[config.mk]
export PLATFORM = sky130hd
export DESIGN_NAME = uncached_bridge
export DESIGN_NICKNAME = d
export VERILOG_FILES = /design/src/rtl/uncached_bridge.sv
export SDC_FILE = /design/constraint.sdc
export NUM_CORES = 1
export LEC_CHECK = 0
export BUFFER_PORTS_ARGS = -buffer_cell sky130_fd_sc_hd__buf_2
export CAP_MARGIN = 20
export CORE_AREA = 2 2 176 178
export CTS_BUF_LIST = sky130_fd_sc_hd__clkbuf_4 sky130_fd_sc_hd__clkbuf_8
export DETAILED_ROUTE_END_ITERATION = 16
export DIE_AREA = 0 0 178 180
export GPL_TIMING_DRIVEN = 0
export PLACE_DENSITY = 0.67
export RECOVER_POWER = 50
export SYNTH_ARGS = -nofsm -noshare
export SYNTH_HDL_FRONTEND = slang
export SYNTH_SLANG_ARGS = --single-unit
[constraint.sdc]
create_clock -name clk -period 7.59 [get_ports clk]
set_input_delay 0 -clock clk [delete_from_list [all_inputs] [get_ports clk]]
set_output_delay 0 -clock clk [all_outputs]
set_load 0.01 [all_outputs]
[src/rtl/uncached_bridge.sv]
// Uncached data-bus bridge: posts stores into a small write buffer drained as single-beat
// AXI4 writes; loads go out as single-beat AXI4 reads only once every posted store has retired.
module uncached_bridge #(
  parameter int WBUF_DEPTH = 4
) (
  input  logic        clk,
  input  logic        rst,
  input  logic        dbus_uc_read,
  input  logic        dbus_uc_write,
  input  logic [31:0] dbus_address,
  input  logic [3:0]  dbus_byteen,
  input  logic [31:0] dbus_wrdata,
  output logic        dbus_uc_stall,
  output logic [31:0] dbus_uc_rddata,
  output logic [31:0] axi_awaddr,
  output logic [2:0]  axi_awsize,
  output logic        axi_awvalid,
  input  logic        axi_awready,
  output logic [31:0] axi_wdata,
  output logic [3:0]  axi_wstrb,
  output logic        axi_wlast,
  output logic        axi_wvalid,
  input  logic        axi_wready,
  input  logic        axi_bvalid,
  output logic        axi_bready,
  output logic [31:0] axi_araddr,
  output logic [2:0]  axi_arsize,
  output logic        axi_arvalid,
  input  logic        axi_arready,
  input  logic [31:0] axi_rdata,
  input  logic        axi_rvalid,
  input  logic        axi_rlast,
  output logic        axi_rready,
  output logic [1:0]  w_state,
  output logic [2:0]  r_state
);
  localparam int PTR_W = $clog2(WBUF_DEPTH);

  localparam logic [1:0] W_IDLE = 2'd0;
  localparam logic [1:0] W_REQ  = 2'd1;
  localparam logic [1:0] W_RESP = 2'd2;

  localparam logic [2:0] R_IDLE  = 3'd0;
  localparam logic [2:0] R_DRAIN = 3'd1;
  localparam logic [2:0] R_ADDR  = 3'd2;
  localparam logic [2:0] R_DATA  = 3'd3;
  localparam logic [2:0] R_DONE  = 3'd4;

  logic [31:0]      fifo_addr [WBUF_DEPTH];
  logic [2:0]       fifo_size [WBUF_DEPTH];
  logic [3:0]       fifo_strb [WBUF_DEPTH];
  logic [31:0]      fifo_data [WBUF_DEPTH];
  logic [PTR_W-1:0] wr_ptr, rd_ptr;
  logic [PTR_W:0]   count;
  logic             fifo_full, fifo_empty, push, pop;
  logic             aw_hs, w_hs, aw_done, w_done, rd_done;
  logic [31:0]      req_addr;
  logic [2:0]       req_size;
  logic             unused_ok;

  // Byte enables select both the AXI size and the low address bits; dbus_address[1:0] is ignored.
  always_comb begin
    req_size = 3'd0;
    req_addr = {dbus_address[31:2], 2'b00};
    case (dbus_byteen)
      4'b1111: req_size = 3'd2;
      4'b0011: req_size = 3'd1;
      4'b1100: begin req_size = 3'd1; req_addr[1:0] = 2'b10; end
      4'b0010: req_addr[1:0] = 2'b01;
      4'b0100: req_addr[1:0] = 2'b10;
      4'b1000: req_addr[1:0] = 2'b11;
      default: req_size = 3'd0;
    endcase
  end

  assign fifo_full     = (count == (PTR_W+1)'(WBUF_DEPTH));
  assign fifo_empty    = (count == '0);
  assign push          = dbus_uc_write & ~fifo_full;
  assign pop           = (w_state == W_RESP) & axi_bvalid;
  assign dbus_uc_stall = (dbus_uc_write & fifo_full) | (dbus_uc_read & ~rd_done);
  assign unused_ok     = &{1'b0, axi_rlast, dbus_address[1:0]};

  always_ff @(posedge clk) begin
    if (push) begin
      fifo_addr[wr_ptr] <= req_addr;
      fifo_size[wr_ptr] <= req_size;
      fifo_strb[wr_ptr] <= dbus_byteen;
      fifo_data[wr_ptr] <= dbus_wrdata;
    end
  end

  always_ff @(posedge clk) begin
    if (rst) begin
      wr_ptr <= '0;
      rd_ptr <= '0;
      count  <= '0;
    end else begin
      if (push) wr_ptr <= wr_ptr + 1'b1;
      if (pop)  rd_ptr <= rd_ptr + 1'b1;
      count <= count + (PTR_W+1)'(push) - (PTR_W+1)'(pop);
    end
  end

  // Every AXI channel transfers on the edge where valid and ready are both high; a valid,
  // once raised, stays high with a stable payload until that edge. The head entry is the
  // write payload and cannot move until its B response pops it.
  assign axi_awaddr = fifo_addr[rd_ptr];
  assign axi_awsize = fifo_size[rd_ptr];
  assign axi_wdata  = fifo_data[rd_ptr];
  assign axi_wstrb  = fifo_strb[rd_ptr];
  assign axi_wlast  = axi_wvalid;
  assign aw_hs      = axi_awvalid & axi_awready;
  assign w_hs       = axi_wvalid & axi_wready;

  always_ff @(posedge clk) begin
    if (rst) begin
      w_state     <= W_IDLE;
      axi_awvalid <= 1'b0;
      axi_wvalid  <= 1'b0;
      axi_bready  <= 1'b0;
      aw_done     <= 1'b0;
      w_done      <= 1'b0;
    end else begin
      case (w_state)
        W_IDLE: begin
          if (!fifo_empty) begin
            w_state     <= W_REQ;
            axi_awvalid <= 1'b1;
            axi_wvalid  <= 1'b1;
          end
        end
        W_REQ: begin
          if (aw_hs) begin axi_awvalid <= 1'b0; aw_done <= 1'b1; end
          if (w_hs)  begin axi_wvalid  <= 1'b0; w_done  <= 1'b1; end
          if ((aw_done | aw_hs) && (w_done | w_hs)) begin
            w_state    <= W_RESP;
            axi_bready <= 1'b1;
            aw_done    <= 1'b0;
            w_done     <= 1'b0;
          end
        end
        W_RESP: begin
          if (axi_bvalid) begin
            axi_bready <= 1'b0;
            if (count > (PTR_W+1)'(1)) begin
              w_state     <= W_REQ;
              axi_awvalid <= 1'b1;
              axi_wvalid  <= 1'b1;
            end else begin
              w_state <= W_IDLE;
            end
          end
        end
        default: w_state <= W_IDLE;
      endcase
    end
  end

  // Loads wait in R_DRAIN until the buffer is empty and the last B has been taken.
  always_ff @(posedge clk) begin
    if (rst) begin
      r_state        <= R_IDLE;
      axi_arvalid    <= 1'b0;
      axi_rready     <= 1'b0;
      axi_araddr     <= '0;
      axi_arsize     <= '0;
      rd_done        <= 1'b0;
      dbus_uc_rddata <= '0;
    end else begin
      case (r_state)
        R_IDLE: begin
          if (dbus_uc_read && !rd_done) r_state <= R_DRAIN;
        end
        R_DRAIN: begin
          if (fifo_empty && (w_state == W_IDLE)) begin
            r_state     <= R_ADDR;
            axi_arvalid <= 1'b1;
            axi_araddr  <= req_addr;
            axi_arsize  <= req_size;
          end
        end
        R_ADDR: begin
          if (axi_arready) begin
            r_state     <= R_DATA;
            axi_arvalid <= 1'b0;
            axi_rready  <= 1'b1;
          end
        end
        R_DATA: begin
          if (axi_rvalid) begin
            r_state        <= R_DONE;
            axi_rready     <= 1'b0;
            rd_done        <= 1'b1;
            dbus_uc_rddata <= axi_rdata;
          end
        end
        R_DONE: begin
          r_state <= R_IDLE;
          rd_done <= 1'b0;
        end
        default: r_state <= R_IDLE;
      endcase
    end
  end

`ifndef SYNTHESIS
  always_ff @(posedge clk) begin
    if (!rst) begin
      assert (!(dbus_uc_read && dbus_uc_write))
        else $error("uncached_bridge: uncached read and write requested together");
    end
  end
`endif

endmodule
==> qor.csv, run 1 <==
stage;metric;value;unit
route;wirelength;31400;µm
route;drc;0;
sta;tightestPinTransition;1.10;ns
layout;drive_above_1_share;24.0;%
synth;synth_area_leaders;edfxtp_1 63%, dfxtp_1 13%, mux4_2 12%, nand2_1 3.8%, a21oi_1 2.8%;
layout;seqCellArea;10200;µm²
layout;fin_nets;1325;
layout;diodes;0;
worst_setup_path;timing.critical_path.from;count[1];
clocking;cts-htree-levels;2;
global_route;grt_pass1_wl;47900;µm
run_status;status;completed;
sta;fmax;375;MHz
layout;area_growth;30.3;%
synth;ys_ff_latch;368;
global_route;antenna_found_initial;0;
layout;multi_input_area;3000;µm²
power_and_ir_drop;ir_worst_vdd;0.160;mV
synth;synth_edf_count;280;
worst_setup_path;r2r_slack;4.92;ns
floorplan;die_h;180;µm
synth;synthArstFlopShare;0;%
worst_setup_path;worstSetupStartpointType;register;
floorplan;core_region_area;30200;µm²
sta;whs;0.194;ns
route;postRouteAntennaNets;0;
run;maxCapViolCount;0;
worst_setup_path;timing.rr.end;fifo_addr[0][3];
layout;n_fill_cell;2316;
synth;syn_avg_cell_area;17.2;µm²
sta;setup_viol;0;
power_and_ir_drop;powerDensity;286;nW/µm²
sta;rsz0062_at_grt;no;
floorplan;dieArea;32000;µm²
power_and_ir_drop;p_leak;5.94;nW
route;vias;8304;
floorplan;io_pins;260;
route;first_pass_iters;5;
clocking;cts_sinks;368;
placement;gp_congestion;0.762;
clocking;post_cts_buffers;0;
route;wire_per_inst;19.0;µm
route;drt_iter0_drc;501;
worst_setup_path;cp.required;7.83;ns
sta;hold_viol;0;
synth;yosys-top-cells-count;280 x edfxtp_1, 137 x nand2_1, 88 x dfxtp_1;
worst_setup_path;crit_fanout;48;
global_route;globalRouteTotalUtil;19.6;%
synth;ys_types;40;
clocking;cts_tree;yes;
synth;synthesis.area;13400;µm²
synth;yosysTopAreaCellShare;62.6;%
sta;fin_skew;0.0368;ns
placement;pre_cts_slack;5.39;ns
worst_setup_path;cp-end-kind;register;
global_route;grt-ovfl-total;0;
clocking;path_clk_slew;0.06;ns
placement;dp_cells;1434;
worst_setup_path;worstSetupPathType;register to register;
global_route;grt_max_degree;52;
synth;synth-main-ff-cell;edfxtp_1;
synth;yosysMostFrequentCell;edfxtp_1;
floorplan;fp.dieW;178;µm
global_route;grt_pass1_vias;8754;
worst_setup_path;rr_startpoint;count[1];
sta;finalMaxSlewViolations;0;
placement;place_hpwl;19600;µm
worst_hold_path;hp-class;input port to register;
synth;ys_warn_count;0;
synth;netlist_instances;780;
sta;setup_tns;0;ns
worst_setup_path;setup.worst_path.end;fifo_addr[0][3];
sta;period_share;35.2;%
clocking;root_buffer;clkbuf_8;
synth;seq_area_frac_synth;75.7;%
sta;slew_headroom;26.3;%
clocking;cts_buffers;59;
sta;final.setup.worst_slack;4.92;ns
layout;stdcell_count;1655;
floorplan;initial_utilization;44.5;%
synth;yosys.area.top_type;edfxtp_1;
floorplan;num_rows;64;
sta;period_minus_slack;2.67;ns
route;vias_per_cell;5.02;
worst_setup_path;cp.arrival;2.91;ns
clocking;clock_latency;0.60;ns
clocking;clk_path_buf_depth;3;
worst_setup_path;r2r_cells;4;
placement;io_buffers;253;
-- per-layer routing --
layer | part of all wire [%] | vias to the layer above | GRT usage [%]
met1 | 39 | 4068 | 24.4
met3 | 8.1 | 60 | 5.03
met4 | 2.3 | 0 | 6.20
met2 | 50 | 344 | 33.3
li1 | - | 3832 | -
met5 | 0 | - | 0
-- where the power goes --
group | internal [mW] | switching (mW) | leakage, nW
combinational | 0.293 | 0.439 | 1.98
sequential | 2.40 | 0.0710 | 3.28
clock | 1.04 | 0.763 | 0.680
total | 3.73 | 1.27 | 5.94
-- kinds of logic after synthesis --
kind of cell | count (synthesis) | synth area share, %
and+or+nand+nor | 178 | 5.61
buffers and inverters | 55 | 1.94
muxes | 72 | 11.9
DFF | 368 | 75.7
adders and majority gates | 7 | 0.708
AOI/OAI and AO/OA | 92 | 3.70
xor gates and xnor gates | 7 | 0.456
other | 1 | 0.0279
-- flip-flops by register name (all words and copies together), names as in the netlist, 2 cells and up, named ones only --
signal,cells
fifo_addr,128
r_state,3
rd_ptr,2
axi_araddr,32
axi_arsize,2
fifo_size,8
dbus_uc_rddata,32
fifo_data,128
w_state,2
fifo_strb,16
count,3
wr_ptr,2
-- repair_timing --
action,in CTS,in global routing
endpoints found under the hold margin,357,0
resized for setup,0,0
endpoints found under the setup margin,0,0
hold buffers,109,0
-- critical path, cell delays in order (launching register included) --
cell      delay, ns
dfxtp_1        0.41
nor2_1         0.14
a21boi_0       0.88
and2_4         0.57
buf_16         0.33
-- cell usage in the layout (no fill, tap or decap), drive strengths merged, types with 4 or more instances in the layout --
master and instances:
nor2b 4, dlygate4sd3 109, a21oi 76, clkinv 27, bufinv 5, and2 5
o21ai 6, edfxtp 280, nand2 137, ha 6, nor2 15, clkbuf 251
dfxtp 88, nor3 7, xnor2 5, inv 11, mux4 70, buf 130
-- cell type report --
class                   count  share of cell area, %
repair buffers            366                   13.1
clock buffers              79                   5.75
plain buffers              45                   1.24
inverters                  10                  0.214
multi-input cells         358                   17.1
well taps                 396                   2.83
clock inverters            33                   1.66
flip-flops and latches    368                   58.1
-- through the flow --
step	total power, mW	area [µm²]	utilization (%)
floorplan	2.89	13400	-
detailed placement	3.23	15300	50.8
CTS	5.08	17700	58.7
finish	5.00	17500	58.0
global placement	3.21	15200	50.4
global route	5.22	17500	58.0
-- how the worst min path moves through the flow --
stage,start,to,slack [ns],cells past startpoint
2_1_floorplan,dbus_address[10],fifo_addr[0][10],0.1,0
3_3_place_gp,dbus_wrdata[6],fifo_data[2][6],0.22,1
3_5_place_dp,dbus_wrdata[4],fifo_data[0][4],0.22,1
4_1_cts,dbus_wrdata[0],fifo_data[0][0],0.10,2
5_1_grt,dbus_wrdata[5],fifo_data[2][5],0.18,2
6_report,dbus_wrdata[8],fifo_data[1][8],0.19,2
Power figures use the tool's default switching activity.
==> inputs of run 2 (changes only) <==
Settings changed: PLACE_DENSITY 0.67 to 0.69.
Clock period 7.59 ns to 2.31 ns, I/O delays scaled along.
==> run 2 against run 1 <==
Sequential power grew to 3.3 times the previous value. Worst setup slack worse by 4.7 ns. Non-clock buffer count is 2 lower. Combinational power grew to 3.3 times the previous value. Critical path type is now register to output pin. Highest routed layer unchanged.
==> qor.csv, run 2 (synthesis results as in run 1) <==
stage;metric;value;unit;change
sta;whs;0.0586;ns;-0.135 ns
clocking;cts_tree;yes;;
placement;place_hpwl;19800;µm;+1.4%
sta;fmax;470;MHz;
route;wire_per_inst;19.3;µm;+1.5%
route;met2_length;16100;µm;+2.0%
floorplan;num_rows;64;;unchanged
worst_setup_path;cp-end-kind;output pin;;
layout;fin_nets;1320;;-0.38%
clocking;path_clk_slew;0.06;ns;about the same
route;drt_iter0_drc;386;;-23%
worst_hold_path;holdPathStages;3;;+1
placement;gp_congestion;0.772;;+1.3%
route;vias_per_cell;5.02;;about the same
power_and_ir_drop;ir_worst_vdd;0.566;mV;+250%
worst_setup_path;cp.arrival;2.13;ns;-0.78 ns
clocking;root_buffer;clkbuf_8;;
sta;tightestPinTransition;0.837;ns;-0.259 ns
worst_setup_path;critPathBufInv;2;;+1
worst_setup_path;worstSetupPathType;register to output pin;;
global_route;grt_max_degree;56;;+7.7%
power_and_ir_drop;p_leak;5.90;nW;-0.74%
floorplan;initial_utilization;44.5;%;unchanged
worst_setup_path;cp.required;2.31;ns;-5.52 ns
sta;setup_tns;0;ns;unchanged
worst_hold_path;worstHoldStart;rst;;
route;wl_met1;12500;µm;+1.3%
layout;area_growth;29.2;%;
worst_setup_path;r2r_slack;0.22;ns;-4.70 ns
global_route;antenna_found_initial;0;;unchanged
floorplan;fp.dieW;178;µm;unchanged
global_route;grt_pass1_vias;8735;;-0.22%
placement;io_buffers;253;;unchanged
sta;setup_viol;0;;unchanged
power_and_ir_drop;power;15.7;mW;+210%
clocking;cts_buffers;56;;-5.1%
sta;period_minus_slack;2.13;ns;
layout;n_fill_cell;2385;;+3.0%
worst_hold_path;worstHoldEndpoint;dbus_uc_rddata[16];;
sta;slew_headroom;44.2;%;+18 points
worst_setup_path;path_depth;3;;-1
route;wirelength;31700;µm;+0.97%
worst_setup_path;crit_fanout;10;;-79%
placement;placed_area;15300;µm²;unchanged
route;drc;0;;unchanged
clocking;cts_sinks;368;;unchanged
clocking;post_cts_buffers;0;;unchanged
route;wl_met3;2510;µm;-0.99%
clocking;clk_path_buf_depth;3;;unchanged
worst_setup_path;rr_startpoint;count[0];;
worst_setup_path;timing.rr.end;axi_arsize[0];;
route;first_pass_iters;4;;-1
layout;final_cell_mix;280 x edfxtp_1, 157 x clkbuf_1, 137 x nand2_1, 116 x buf_2, 109 x dlygate4sd3_1;;
run;maxCapViolCount;0;;unchanged
layout;stdcell_area;17400;µm²;-0.86%
worst_setup_path;r2r_cells;5;;+1
global_route;grt_pass1_wl;48200;µm;+0.72%
worst_hold_path;hp-class;input port to register;;
sta;fin_skew;0.0259;ns;-0.0108 ns
route;postRouteAntennaNets;0;;unchanged
layout;final_common_cell;edfxtp_1;;
run_status;status;completed;;
floorplan;die_h;180;µm;unchanged
power_and_ir_drop;powerDensity;905;nW/µm²;+220%
layout;drive_above_1_share;24.9;%;+0.91 points
worst_setup_path;crit_chain;clkbuf_2, mux4_2, buf_2;;
floorplan;io_pins;260;;unchanged
sta;hold_viol;0;;unchanged
global_route;globalRouteTotalUtil;19.9;%;+0.31 points
sta;finalMaxSlewViolations;0;;unchanged
global_route;grt-ovfl-total;0;;unchanged
clocking;cts-htree-levels;2;;unchanged
floorplan;dieArea;32000;µm²;unchanged
worst_setup_path;crit_family;flip-flops;;
worst_setup_path;max_stage_delay;0.64;ns;-0.24 ns
floorplan;core_region_area;30200;µm²;unchanged
worst_setup_path;worstSetupStartpointType;register;;
worst_setup_path;slowest_stage;dfxtp_1;;
layout;reg_top3;fifo_addr (128), fifo_data (128);;
sta;period_share;92.2;%;
clocking;clock_latency;0.58;ns;-0.02 ns
route;vias;8260;;-0.53%
route;highest_layer;met4;;
[run 2: cell count changes in the layout (fill, tap and decap cells not counted), moves of 3 or more]
| cell | before | now |
|---|---|---|
| clkbuf_1 | 171 | 157 |
| clkbuf_4 | 14 | 28 |
| bufinv_16 | 5 | 1 |
| clkbuf_8 | 66 | 57 |
| buf_2 | 120 | 116 |
| clkinv_1 | 17 | 14 |
| clkbuf_2 | 0 | 8 |
[run 2: cell type report]
cell class                      count  area, µm²  area share, %
Multi-Input combinational cell    358       3030           17.4
Antenna cell                        1       2.50         0.0144
Buffer                             43        241           1.39
Tap cell                          396        495           2.85
Sequential cell                   368      10200           58.6
Timing Repair Buffer              366       2290           13.2
Clock inverter                     26        150          0.865
Inverter                           10       37.5          0.216
Clock buffer                       78        942           5.43
[run 2: metrics by stage]
stage	instances	worst slack, ns	utilization (%)
final	1646	0.181	57.5
after global routing	1645	-0.000157	57.5
after CTS	1645	0.0155	58.0
after detailed placement	1434	0.122	50.8
after global placement	1430	-0.742	50.4
after floorplan	781	0.143	-
[run 2: repair_timing]
action	in CTS	in global routing
hold buffers	109	0
setup endpoints to repair	70	119
gates resized for setup	9	9
pin swaps	0	1
cloned	0	0
hold endpoints to repair	356	0
[run 2: worst reg2reg max path: cells and delay by family, from the launching register on]
family	cells	cell delay (ns)
DFF	1	0.34
and+or+nand+nor	4	1.20
buffers and inverters	1	0.42
[run 2: per-layer routing]
layer,vias to the layer above,track usage (%)
met5,-,0
met2,324,35.1
met1,4059,23.6
met4,0,5.34
li1,3826,-
met3,51,5.80
[run 2: where the power goes]
group / leakage, nW / switching [mW] / internal [mW]
Clock: 0.590 / 2.39 / 2.76
Sequential: 3.28 / 0.253 / 7.88
Combinational: 2.02 / 1.44 / 0.983
[run 2: worst max path at each step]
stage,startpoint,to,slack (ns)
floorplan,count[1],fifo_addr[0][0],0.14
global placement,count[1],fifo_data[3][8],-0.74
detailed placement,count[1],fifo_data[1][8],0.12
CTS,register,axi_wdata[5],0.02
global route,count[1],axi_arsize[0],-0.0002
finish,register,axi_wdata[4],0.18
==> inputs of run 3 (changes only) <==
Settings changed: HOLD_SLACK_MARGIN set to 0.1, RECOVER_POWER 50 to unset.
==> run 3 against run 2 <==
Clock skew decreased by 0.0024 ns. Count of clock-buffer cells in the layout unchanged. Critical path depth increased by 3. Worst setup slack got worse by 0.068 ns. Critical path type is now input port to register. Largest cell class unchanged.
==> qor.csv, run 3 (synthesis results as in run 1) <==
stage;metric;value;unit;change
layout;final_cell_mix;280 x edfxtp_1, 259 x buf_2, 137 x nand2_1, 131 x dlygate4sd3_1, 86 x dfxtp_1;;
worst_hold_path;hp-class;input port to register;;
worst_setup_path;critPathMostFrequentCell;clkbuf_1;;
worst_setup_path;cp.arrival;2.65;ns;+0.52 ns
sta;final.setup.worst_slack;0.113;ns;-0.0679 ns
global_route;antenna_found_initial;0;;unchanged
clocking;clock_latency;0.58;ns;about the same
clocking;cts_buffers;56;;unchanged
sta;fin_skew;0.0235;ns;-0.00242 ns
worst_setup_path;crit_fanout;10;;unchanged
floorplan;die_h;180;µm;unchanged
clocking;cts_tree;yes;;
worst_setup_path;cp.required;2.76;ns;+0.45 ns
route;vias_per_cell;5.03;;+0.32%
sta;setup_viol;0;;unchanged
power_and_ir_drop;p_leak;6.56;nW;+11%
clocking;cts_sinks;368;;unchanged
placement;pre_cts_slack;0.122;ns;unchanged
route;vias;8397;;+1.7%
worst_setup_path;cp-end-kind;register;;
floorplan;io_pins;260;;unchanged
global_route;grt-ovfl-total;0;;unchanged
placement;placed_area;15300;µm²;unchanged
placement;gp_congestion;0.772;;unchanged
worst_setup_path;slowest_stage;clkbuf_1;;
layout;fin_nets;1342;;+1.7%
power_and_ir_drop;powerDensity;889;nW/µm²;-1.7%
clocking;root_buffer;clkbuf_8;;
worst_setup_path;max_stage_delay;0.71;ns;+0.07 ns
route;postRouteAntennaNets;0;;unchanged
power_and_ir_drop;ir_worst_vdd;0.508;mV;-10%
global_route;grt_max_degree;56;;unchanged
sta;tightestPinTransition;0.869;ns;+0.0322 ns
worst_setup_path;worstSetupStartpointType;input port;;
run_status;status;completed;;
sta;rsz0062_at_grt;no;;
clocking;clk_path_buf_depth;3;;unchanged
clocking;cts-htree-levels;2;;unchanged
placement;dp_cells;1434;;unchanged
sta;finalMaxSlewViolations;0;;unchanged
worst_setup_path;worstSetupPathType;input port to register;;
layout;final_core_util;58.8;%;+1.3 points
sta;whs;0.173;ns;+0.115 ns
layout;n_fill_cell;2272;;-4.7%
route;wire_per_inst;19.4;µm;+0.83%
placement;io_buffers;253;;unchanged
layout;area_growth;32.2;%;
global_route;globalRouteTotalUtil;20.2;%;+0.38 points
layout;drive_above_1_share;36.0;%;+11 points
run;maxCapViolCount;0;;unchanged
sta;fmax;455;MHz;-3.1%
floorplan;num_rows;64;;unchanged
route;drc;0;;unchanged
route;drt_iter0_drc;405;;+4.9%
floorplan;core_region_area;30200;µm²;unchanged
global_route;grt_pass1_vias;8868;;+1.5%
clocking;path_clk_slew;0.06;ns;about the same
global_route;grt_pass1_wl;49000;µm;+1.7%
sta;period_minus_slack;2.20;ns;+0.0679 ns
floorplan;dieArea;32000;µm²;unchanged
placement;place_hpwl;19800;µm;unchanged
sta;slew_headroom;42.0;%;-2.1 points
layout;stdcell_count;1668;;+1.3%
floorplan;fp.dieW;178;µm;unchanged
route;wirelength;32400;µm;+2.2%
layout;reg_top3;fifo_addr (128), fifo_data (128);;
route;first_pass_iters;4;;unchanged
sta;period_share;95.1;%;+2.9 points
layout;final_common_cell;edfxtp_1;;
floorplan;initial_utilization;44.5;%;unchanged
sta;hold_viol;0;;unchanged
layout;stdcell_area;17800;µm²;+2.3%
worst_setup_path;crit_chain;dlygate4sd3_1, clkbuf_1, clkbuf_1, clkbuf_1, a21oi_1, dlygate4sd3_1;;
run 3: final cells by class:
class / count / area [µm²] / area share, %
diodes: 1 / 2.50 / 0.0141
plain buffers: 43 / 244 / 1.37
clock buffers: 78 / 942 / 5.31
clock inverters: 26 / 150 / 0.845
inverters: 10 / 37.5 / 0.211
multi-input cells: 358 / 3030 / 17.0
flip-flops and latches: 368 / 10200 / 57.3
well taps: 396 / 495 / 2.79
repair buffers: 388 / 2690 / 15.1
run 3: what timing repair did:
action                                  4_1_cts  5_1_grt
hold endpoints to repair                    367        0
resized for setup                             9       12
pin swaps                                     0        1
endpoints found under the setup margin       70      123
hold buffers                                131        0
setup buffers                                 0        0
run 3: routing by layer:
layer,GRT usage [%],part of all wire (%)
met1,23.9,39
met2,35.7,50
met3,5.71,7.7
met4,6.13,2.3
met5,0,0
run 3: worst max-delay path, delay by kind of cell:
family / cells / cell delay [ns]
compound gates: 1 / 0.10
buf+inv: 5 / 2.55
run 3: power by group:
| group | internal (mW) | leakage (nW) | switching [mW] |
|---|---|---|---|
| clock network | 2.76 | 0.590 | 2.40 |
| registers | 7.88 | 3.29 | 0.248 |
| logic | 1.05 | 2.69 | 1.45 |
| total | 11.7 | 6.56 | 4.10 |
run 3: final timing paths:
path / end / slack [ns] / cells past startpoint / from
min reg2reg: axi_araddr[29] / 0.45 / 2 / axi_araddr[29]
max: w_state[1] / 0.11 / 6 / rst
max reg2reg: dbus_uc_rddata[11] / 0.17 / 6 / r_state[2]
min: fifo_data[3][8] / 0.17 / 2 / dbus_wrdata[8]
run 3: through the flow:
step / setup TNS [ns] / total power [mW]
after global placement: -203.20 / 10.5
after floorplan: 0 / 9.49
after global routing: 0 / 16.5
final: 0 / 15.8
after detailed placement: 0 / 10.6
after CTS: 0 / 15.9
